--- src/rtl/mem_port_arbiter.sv ---
// mem_port_arbiter
//   Shares the single main-memory line port between the I-cache (line fills)
//   and the D-cache (line fills and write-backs). One access is in flight at a
//   time; the memory side is fully registered and the winning cache receives
//   its data and ack as a one-cycle pulse.
//
//   Selection is fixed priority d_wreq > d_req > i_req. Defining the macro
//   MEM_ARB_RR_EN switches to round-robin between the I class and the D class
//   (inside the D class the write-back still goes first).
//
// Ports
//   clk, reset                 clock, synchronous active-high reset
//   i_req/i_addr               I-cache fill request (level) and line address
//   i_rdata/i_ready            fill data and its one-cycle valid pulse
//   d_req/d_addr               D-cache fill request (level) and line address
//   d_rdata/d_ready            fill data and its one-cycle valid pulse
//   d_wreq/d_waddr/d_wdata     D-cache write-back request, address, line
//   d_wack                     one-cycle write-back done pulse
//   mem_req/mem_we/mem_addr/mem_wdata   registered memory request
//   mem_rdata/mem_ready        memory read data and completion
//   busy, grant, err           status: not idle, current owner, sticky timeout
//
//   state   | meaning
//   IDLE    | pick a winner, latch address/data/direction
//   ISSUE   | mem_req first visible
//   WAIT    | hold the request until mem_ready or watchdog expiry
//   RESP    | drive the ack pulse for the served requester
//   RELEASE | one dead cycle so the served requester can drop its request

module mem_port_arbiter #(
  parameter int ADDR_W  = 26,
  parameter int LINE_W  = 128,
  parameter int TIMEOUT = 255
) (
  input  logic              clk,
  input  logic              reset,
  input  logic              i_req,
  input  logic [ADDR_W-1:0] i_addr,
  output logic [LINE_W-1:0] i_rdata,
  output logic              i_ready,
  input  logic              d_req,
  input  logic [ADDR_W-1:0] d_addr,
  output logic [LINE_W-1:0] d_rdata,
  output logic              d_ready,
  input  logic              d_wreq,
  input  logic [ADDR_W-1:0] d_waddr,
  input  logic [LINE_W-1:0] d_wdata,
  output logic              d_wack,
  output logic              mem_req,
  output logic              mem_we,
  output logic [ADDR_W-1:0] mem_addr,
  output logic [LINE_W-1:0] mem_wdata,
  input  logic [LINE_W-1:0] mem_rdata,
  input  logic              mem_ready,
  output logic              busy,
  output logic [1:0]        grant,
  output logic              err
);

  typedef enum logic [2:0] {S_IDLE, S_ISSUE, S_WAIT, S_RESP, S_RELEASE} state_t;

  localparam logic [1:0] G_NONE = 2'd0;
  localparam logic [1:0] G_IRD  = 2'd1;
  localparam logic [1:0] G_DRD  = 2'd2;
  localparam logic [1:0] G_DWR  = 2'd3;

  localparam int CNT_W = (TIMEOUT > 1) ? $clog2(TIMEOUT + 1) : 1;
  // Fire on the TIMEOUT-th WAIT cycle: the counter holds the number of WAIT
  // cycles already completed.
  localparam logic [CNT_W-1:0] CNT_LAST = (TIMEOUT > 0) ? CNT_W'(TIMEOUT - 1) : '0;

  state_t              state_q, state_d;
  logic [1:0]          grant_q, grant_d, sel_grant;
  logic                mem_req_q, mem_req_d, mem_we_q, mem_we_d;
  logic [ADDR_W-1:0]   mem_addr_q, mem_addr_d;
  logic [LINE_W-1:0]   mem_wdata_q, mem_wdata_d;
  logic [LINE_W-1:0]   i_rdata_q, i_rdata_d, d_rdata_q, d_rdata_d;
  logic                i_ready_q, i_ready_d, d_ready_q, d_ready_d, d_wack_q, d_wack_d;
  logic                err_q, err_d;
  logic [CNT_W-1:0]    wdog_q, wdog_d;
  logic                wdog_fire;

`ifdef MEM_ARB_RR_EN
  // rr_q names the class that loses the next contended pick.
  localparam logic RR_I = 1'b0;
  localparam logic RR_D = 1'b1;
  logic rr_q, rr_d;
`endif

  assign wdog_fire = (TIMEOUT != 0) && (wdog_q == CNT_LAST);

  always_comb begin
    sel_grant = G_NONE;
    if (d_wreq)     sel_grant = G_DWR;
    else if (d_req) sel_grant = G_DRD;
    else if (i_req) sel_grant = G_IRD;
`ifdef MEM_ARB_RR_EN
    if (i_req && (d_wreq || d_req) && (rr_q == RR_D)) sel_grant = G_IRD;
`endif
  end

  // State register (all sequential state of the block)
  always_ff @(posedge clk) begin
    if (reset) begin
      state_q     <= S_IDLE;
      grant_q     <= G_NONE;
      mem_req_q   <= 1'b0;
      mem_we_q    <= 1'b0;
      mem_addr_q  <= '0;
      mem_wdata_q <= '0;
      i_rdata_q   <= '0;
      d_rdata_q   <= '0;
      i_ready_q   <= 1'b0;
      d_ready_q   <= 1'b0;
      d_wack_q    <= 1'b0;
      err_q       <= 1'b0;
      wdog_q      <= '0;
`ifdef MEM_ARB_RR_EN
      rr_q        <= RR_D;
`endif
    end else begin
      state_q     <= state_d;
      grant_q     <= grant_d;
      mem_req_q   <= mem_req_d;
      mem_we_q    <= mem_we_d;
      mem_addr_q  <= mem_addr_d;
      mem_wdata_q <= mem_wdata_d;
      i_rdata_q   <= i_rdata_d;
      d_rdata_q   <= d_rdata_d;
      i_ready_q   <= i_ready_d;
      d_ready_q   <= d_ready_d;
      d_wack_q    <= d_wack_d;
      err_q       <= err_d;
      wdog_q      <= wdog_d;
`ifdef MEM_ARB_RR_EN
      rr_q        <= rr_d;
`endif
    end
  end

  // Next-state logic
  always_comb begin
    state_d = state_q;
    case (state_q)
      S_IDLE:    if (sel_grant != G_NONE) state_d = S_ISSUE;
      S_ISSUE:   state_d = S_WAIT;
      S_WAIT: begin
        if (mem_ready)      state_d = S_RESP;
        else if (wdog_fire) state_d = S_RELEASE;
      end
      S_RESP:    state_d = S_RELEASE;
      S_RELEASE: state_d = S_IDLE;
      default:   state_d = S_IDLE;
    endcase
  end

  // Output / datapath next values
  always_comb begin
    grant_d     = grant_q;
    mem_we_d    = mem_we_q;
    mem_addr_d  = mem_addr_q;
    mem_wdata_d = mem_wdata_q;
    i_rdata_d   = i_rdata_q;
    d_rdata_d   = d_rdata_q;
    err_d       = err_q;
    wdog_d      = '0;
    i_ready_d   = 1'b0;
    d_ready_d   = 1'b0;
    d_wack_d    = 1'b0;
    // Registered, so the request is visible from the ISSUE cycle and drops
    // the cycle after mem_ready or watchdog expiry.
    mem_req_d   = (state_d == S_ISSUE) || (state_d == S_WAIT);
`ifdef MEM_ARB_RR_EN
    rr_d        = rr_q;
`endif
    case (state_q)
      S_IDLE: begin
        if (sel_grant != G_NONE) begin
          grant_d  = sel_grant;
          mem_we_d = (sel_grant == G_DWR);
          case (sel_grant)
            G_IRD:   mem_addr_d = i_addr;
            G_DRD:   mem_addr_d = d_addr;
            default: mem_addr_d = d_waddr;
          endcase
          if (sel_grant == G_DWR) mem_wdata_d = d_wdata;
        end
      end
      S_WAIT: begin
        if (mem_ready) begin
          if (grant_q == G_IRD)      i_rdata_d = mem_rdata;
          else if (grant_q == G_DRD) d_rdata_d = mem_rdata;
`ifdef MEM_ARB_RR_EN
          rr_d = (grant_q == G_IRD) ? RR_I : RR_D;
`endif
        end else if (wdog_fire) begin
          err_d = 1'b1;
        end else if (TIMEOUT != 0) begin
          wdog_d = wdog_q + 1'b1;
        end
      end
      S_RESP: begin
        i_ready_d = (grant_q == G_IRD);
        d_ready_d = (grant_q == G_DRD);
        d_wack_d  = (grant_q == G_DWR);
      end
      S_RELEASE: grant_d = G_NONE;
      default: ;
    endcase
  end

  assign i_rdata   = i_rdata_q;
  assign i_ready   = i_ready_q;
  assign d_rdata   = d_rdata_q;
  assign d_ready   = d_ready_q;
  assign d_wack    = d_wack_q;
  assign mem_req   = mem_req_q;
  assign mem_we    = mem_we_q;
  assign mem_addr  = mem_addr_q;
  assign mem_wdata = mem_wdata_q;
  assign busy      = (state_q != S_IDLE);
  assign grant     = grant_q;
  assign err       = err_q;

endmodule

--- config.mk ---
export PLATFORM = sky130hd
export DESIGN_NAME = mem_port_arbiter
export DESIGN_NICKNAME = d
export VERILOG_FILES = /design/src/rtl/mem_port_arbiter.sv
export SDC_FILE = /design/constraint.sdc
export NUM_CORES = 1
export LEC_CHECK = 0
export ABC_AREA = 0
export CAP_MARGIN = 30
export CORE_AREA = 3 3 296 298
export DETAILED_ROUTE_END_ITERATION = 12
export DIE_AREA = 0 0 299 301
export SYNTH_ARGS = -nofsm -noshare
export SYNTH_HDL_FRONTEND = slang
export SYNTH_SLANG_ARGS = --single-unit
--- constraint.sdc ---
create_clock -name clk -period 2.95 [get_ports clk]
set_clock_uncertainty 0.1 [all_clocks]
set_input_delay 0.885 -clock clk [delete_from_list [all_inputs] [get_ports clk]]
set_output_delay 0.885 -clock clk [all_outputs]
set_load 0.01 [all_outputs]
==> results of run 1 <==
kinds of logic after synthesis:
kind of cell | Yosys count | synth area share [%]
buffers and inverters | 210 | 5.87
XOR/XNOR | 3 | 0.162
AO/OA/AOI/OAI | 738 | 24.0
flip-flops | 429 | 53.1
AND/OR/NAND/NOR | 584 | 16.3
multiplexers | 1 | 0.0619
adder cells (fa/ha/maj) | 7 | 0.541
power by group through the flow:
stage                     clock network (mW)  logic, mW  registers (mW)
after CTS                               7.10       2.77            6.18
after global placement                     0       2.77            6.31
final                                   6.85       2.75            6.18
after detailed placement                   0       2.76            6.31
after floorplan                            0       1.02            6.41
after global routing                    7.29       2.95            6.21
cell usage in the layout, fill, tap and decap left out, types with 2 or more instances in the layout:
cell type and n:
clkbuf_1 3, nand2_1 288, nor2b_1 2, nand3_1 260, dfxtp_1 429, clkbuf_16 53, a211oi_1 2, nand2b_4 2
clkinv_4 2, clkinvlp_4 2, clkdlybuf4s50_1 757, ha_1 7, nand3b_1 2, nor2b_4 2, a21oi_1 390, nor2_1 9
buf_12 26, diode_2 4, buf_4 63, clkbuf_8 14, nor3_1 6, a22o_1 26, a22oi_1 26, o21ai_1 2
clkinv_2 11, inv_1 6, o31ai_1 3, o21ai_0 285, xor2_1 2, bufinv_16 7
final cells by class:
| type | count | area (um2) |
|---|---|---|
| antenna | 4 | 10.0 |
| clock buffer | 70 | 1530 |
| clock inverter | 23 | 309 |
| fill | 8961 | 58000 |
| inverter | 6 | 22.5 |
| multi-input combinational | 1333 | 6720 |
| sequential | 429 | 8590 |
| tap | 1144 | 1430 |
| timing repair buffer | 847 | 8590 |
stage by stage:
| stage | worst slack (ns) | instance area [um2] | instances | power (mW) | utilization (%) |
|---|---|---|---|---|---|
| finish | 0.163 | 27200 | 3856 | 15.8 | 31.9 |
| detailed placement | -0.205 | 25300 | 3759 | 9.07 | 29.8 |
| CTS | 0.0889 | 27200 | 3852 | 16.1 | 31.9 |
| global placement | -0.174 | 25300 | 3759 | 9.08 | 29.8 |
| floorplan | 0.470 | 16200 | 1972 | 7.42 | - |
| global route | 0.0702 | 27200 | 3856 | 16.4 | 31.9 |
registers in the layout, indices dropped and copies added, names as in the netlist, 2 cells and up:
| signal | cells |
|---|---|
| i_rdata | 128 |
| d_rdata | 128 |
| state_q | 3 |
| grant | 2 |
| mem_addr | 26 |
| wdog_q | 8 |
| mem_wdata | 128 |
worst min-delay path by stage:
stage	end	slack, ns	cells past startpoint
global placement	mem_wdata[8]$_SDFFE_PP0P_	0.34	2
floorplan	wdog_q[6]$_SDFF_PP0_	0.35	2
CTS	mem_wdata[31]$_SDFFE_PP0P_	0.35	2
finish	mem_wdata[32]$_SDFFE_PP0P_	0.35	2
detailed placement	mem_wdata[31]$_SDFFE_PP0P_	0.35	2
global route	mem_wdata[1]$_SDFFE_PP0P_	0.37	2
metal layers:
layer	track usage, %	up-vias	part of all wire (%)
li1	-	8282	-
met4	6.40	2	3.8
met5	0	-	0.016
met2	23.9	643	47
met1	18.4	8058	42
met3	3.85	139	7.2
worst min-delay path, delay by kind of cell (launching register included):
family | cells | cell delay [ns]
AO/OA/AOI/OAI | 1 | 0.05
AND/OR/NAND/NOR | 1 | 0.05
flip-flops | 1 | 0.30
==> impl_results.md, run 1 <==
- Synth area leader: dfxtp_1
- Setup Fix Bufs, Post-CTS: 0
- Core area: 85100 um2
- Final wirelength: 70900 um
- Max Slew Vio Count: 0
- Post-CTS sizing: 0
- Buffers and inverters on the worst path: 1
- Initial antenna violation count: 5
- Clk sink count: 429
- Clock power share: between 40% and 50%
- Peak VDD IR: 0.349 mV
- Max stage delay on crit path: ~0.52 ns
- Worst R2R End: d_rdata[37]$_SDFFE_PP0P_
- Switching Fraction: 26.8%
- Root buffer cell: clkbuf_16
- Reg power frac: between 30% and 40%
- Total of max-cap violations: 0
- Slew @ Worst Pin: 0.894 ns
- I/O pin total: ~760
- HP Class: reg -> reg
- Largest net degree at the start of global routing: 129
- CP top delay family: buffers and inverters
- Post-synth EDFFs: 0
- Die ar.: 90000 um2
- Fmax: 359 MHz
- CTS Buf Count: 51
- Starting DRT DRC Count: 1147
- Setup crit start: state_q[0]$_SDFF_PP0_
- ANT nets after route: 0
- WP data required: 1.97 ns
- RSZ-0062 raised after global routing: no
- Initial Util: between 10% and 20%
- I/O Buffers: 758
- Final setup viols: 0
- Post-synth cell types: 42
- Synthesis-to-layout area growth: 68.1%
- Sequential area share after synthesis: 53.1%
- YS warnings: 0
- Min Tclk post-route: 2.79 ns
- GP Congestion: 0.874
- Most common cell in the netlist: dfxtp_1
- Slowest cell on crit path: clkdlybuf4s50_1
- Die height: 301 um
- Vias/cell: 4.44
- Top FF cell, synth: dfxtp_1
- Dpl hpwl: between 50000 and 60000 um
- Period Utilization, post-route: 94.5%
- Vias in the first global route: 16585
- Top post-synthesis cells by count: 429 x dfxtp_1, 390 x a21oi_1, 288 x nand2_1, 285 x o21ai_0, 260 x nand3_1
- Worst Reg-to-Reg Cells: 7
- Mapped Area: between 15000 and 20000 um2
- CTS tree: done
- First-pass GRT wire length: 104000 um
- Crit path cell chain: or3_4, clkdlybuf4s50_1
- Internal power: roughly 12 mW
- Worst hold margin: roughly 0.35 ns
- Rel. slew slack: 39.9%
- Post-Syn Instances: 1972
- Layout cell share with drive strength beyond 1: 7.09%
- Type of the worst setup path: reg -> out
- CP startpoint kind: register
- Power per cell area: between 500 and 600 nW/um2
- Reported net switching power: 4.23 mW
- DIE WIDTH: approximately 300 um
- Synth top area share: 53.1%
- Hold Path Origin: mem_wdata[32]$_SDFFE_PP0P_
- Nets: around 3000
- Number of detailed-route iterations in the first pass: 5
- Worst r2r src: state_q[1]$_SDFF_PP0_
- # rows: about 110
- Crit path to: busy
- Instance count on the critical path: 2
- WP data arrival: 1.80 ns
- H-tree Lvls: 2
- Clock-pin slew on the worst setup and hold paths: 0.06 ns
- Yosys reg bits: 429
- CP Capture Type: output pin
- R2R setup slack: 0.95 ns
- Top post-synthesis cells by area: dfxtp_1 53%, a21oi_1 12%, o21ai_0 8.8%
- Total gr overflow: 0
- Clock Tree Buf Depth: 3
- Ys async rst share: 0%
- Static Leakage: 9.09 nW
- Crit path max fanout: 2
- Post-route DRC: 0
- Hold Vio Cnt, Final: 0
- Status: finished clean
- Worst skew pair latency: 0.57 ns
- Setup tns final: 0 ns
- GRT Total Usage: 14.7%
- Hold-fix buffers, CTS: 0
- Comb pwr share: 17.4%
- Syn_area_per_cell: 8.20 um2
- Net count after synthesis: 2319
- Vias: 17124
- WL/cell: 18.4 um
Power figures use the tool's default switching activity.
==> run 2: changes to the inputs <==
--- a/config.mk
+++ b/config.mk
@@ -5,11 +5,12 @@
 export SDC_FILE = /design/constraint.sdc
 export NUM_CORES = 1
 export LEC_CHECK = 0
-export ABC_AREA = 0
+export ABC_AREA = 1
 export CAP_MARGIN = 30
-export CORE_AREA = 3 3 296 298
+export CORE_AREA = 3 3 293 295
 export DETAILED_ROUTE_END_ITERATION = 12
-export DIE_AREA = 0 0 299 301
+export DIE_AREA = 0 0 296 298
+export SLEW_MARGIN = 15
 export SYNTH_ARGS = -nofsm -noshare
 export SYNTH_HDL_FRONTEND = slang
 export SYNTH_SLANG_ARGS = --single-unit
==> impl_results.md, run 2 <==
- Initial antenna violation count: 7
- Number of detailed-route iterations in the first pass: 5
- CP Capture Type: output pin
- Static Leakage: 9.52 nW
- Dpl hpwl: 53600 um
- Post-route DRC: 0
- Post-synth EDFFs: 0
- Crit path max fanout: 6
- I/O Buffers: 758
- Slew @ Worst Pin: 0.872 ns
- HP Class: reg -> reg
- CTS tree: done
- RSZ-0062 raised after global routing: no
- Hold Path Origin: mem_wdata[33]$_SDFFE_PP0P_
- Post-synth cell types: 22
- Layout cell share with drive strength beyond 1: between 5 and 6%
- Total of max-cap violations: 0
- Starting DRT DRC Count: 758
- Core area: 83400 um2
- Top FF cell, synth: dfxtp_1
- Post-route cell area: 26600 um2
- Setup crit start: grant[0]$_SDFFE_PP0P_
- Clk sink count: 429
- # rows: 106
- Root buffer cell: clkbuf_16
- Most common cell after layout, fill and taps aside: clkdlybuf4s50_1
- Syn_area_per_cell: 7.97 um2
- Most common cell in the netlist: dfxtp_1
- Post-Syn Instances: 1985
- Synth top area share: 54.3%
- Min Tclk post-route: 2.83 ns
- Final std cells w/o fill: about 3800
- Setup tns final: 0 ns
- Sequential area share after synthesis: 54.3%
- YS warnings: 0
- I/O pin total: 759
- Synthesis-to-layout area growth: 68.3%
- Hold Vio Cnt, Final: 0
- DIE WIDTH: 296 um
- CTS Buf Count: 52
- Worst skew pair latency: approximately 0.58 ns
- Top post-synthesis cells by count: 429 x dfxtp_1, 314 x a21oi_1, 272 x o21ai_0, 177 x nand2_1, 147 x inv_1
- Final setup viols: 0
- GRT Total Usage: around 16%
- Largest net degree at the start of global routing: 134
- Max Slew Vio Count: 0
- Initial Util: a little under a fifth
- Worst r2r src: state_q[2]$_SDFF_PP0_
- Max stage delay on crit path: 0.66 ns
- Final wirelength: 74100 um
- Fillers: roughly 8800
- Vias/cell: 4.34
- Mapped Area: 15800 um2
- Slowest cell on crit path: clkdlybuf4s50_1
- ANT nets after route: 0
- Peak VDD IR: 0.371 mV
- Fmax: 353 MHz
- Die ar.: 88200 um2
- Vias in the first global route: 16434
- H-tree Lvls: 2
- Placed cell count: 3710
- WL/cell: about 20 um
- WP data arrival: around 1.9 ns
- Ys async rst share: 0%
- Yosys reg bits: 429
- Hold-fix buffers, CTS: 0
- Period Utilization, post-route: around 96%
- Rel. slew slack: 41.9%
- CP top delay family: buffers and inverters
- Crit path cell chain: clkdlybuf4s50_1
- Status: finished clean
- Nets: 3031
- Die height: 298 um
- Power per cell area: roughly 610 nW/um2
- CP startpoint kind: register
- Total gr overflow: 0
- Clock Tree Buf Depth: 3
- First-pass GRT wire length: around 110000 um
- Clock-pin slew on the worst setup and hold paths: around 0.060 ns
- Buffers and inverters on the worst path: 1
- Vias: 16522
- Most frequent cells in the layout: 756 x clkdlybuf4s50_1, 428 x dfxtp_1, 314 x a21oi_1
- Post-Route Utilization: 31.9%
- Synth area leader: dfxtp_1
- Cell area after placement: about 25000 um2
- Type of the worst setup path: reg -> out
- Net count after synthesis: 2332
- Top post-synthesis cells by area: dfxtp_1 54%, a21oi_1 9.9%, o21ai_0 8.6%
- WP data required: 1.97 ns
- GP Congestion: 0.812
run 2: per-layer routing:
metal  vias up  wire [um]  GRT usage [%]
li1       8058          -              -
met1      7633      27700           17.3
met2       687      35900           27.6
met3       140       7050           5.60
met4         4       3400           6.96
met5         -         27              0
run 2: cell type report:
| cell class | instances | area, um2 | area share, % |
|---|---|---|---|
| diodes | 2 | 5.00 | 0.0188 |
| clock buffers | 71 | 1430 | 5.38 |
| clock inverters | 23 | 329 | 1.24 |
| inverters | 150 | 568 | 2.13 |
| multi-input cells | 1231 | 5990 | 22.5 |
| flip-flops and latches | 429 | 8590 | 32.3 |
| well taps | 1080 | 1350 | 5.08 |
| repair buffers | 820 | 8350 | 31.4 |
run 2: worst register-to-register path: cells and delay by family (launching register included):
kind,cells,cell delay (ns)
AO/OA/AOI/OAI,1,0.07
flip-flops,1,0.33
AND/OR/NAND/NOR,4,0.76
buffers and inverters,3,0.57
run 2: cells by family (layout without fill, tap and decap cells):
family          Yosys count  count (layout)  synth area share, %
compound gates          625             625                 20.4
other cells               0               2                    0
simple gates            594             594                 16.3
buf+inv                 325            1064                 8.16
fa+ha+maj                 7               7                0.554
xor+xnor                  5               5                0.277
flops                   429             429                 54.3
run 2: report_power, final:
part           switching (mW)  leakage [nW]  total [mW]  internal (mW)
clock                    2.65         0.863        6.67           4.02
combinational            1.63          5.17        3.17           1.53
sequential              0.242          3.49        6.45           6.21
run 2: path summary, 6_finish.rpt:
| path | endpoint | slack (ns) | cells past startpoint |
|---|---|---|---|
| worst max register to register | d_rdata[46]$_SDFFE_PP0P_ | 0.97 | 8 |
| worst min-delay path | mem_wdata[33]$_SDFFE_PP0P_ | 0.34 | 2 |
| worst max-delay path | grant[0] | 0.12 | 1 |
| worst min register to register | mem_wdata[33]$_SDFFE_PP0P_ | 0.34 | 2 |
run 2: timing repair:
item | 4_1_cts | 5_1_grt
resized for setup | 2 | 2
setup endpoints to repair | 1 | 2
buffers inserted | 0 | 0
run 2: per-stage QoR:
step | total power, mW | setup WS (ns) | hold slack [ns]
5_1_grt | 17.0 | 0.0212 | 0.351
3_3_place_gp | 9.75 | 0.0421 | 0.330
4_1_cts | 16.6 | 0.00379 | 0.341
6_report | 16.3 | 0.119 | 0.338
3_5_place_dp | 9.76 | 0.0117 | 0.331
2_1_floorplan | 7.74 | 0.507 | 0.330
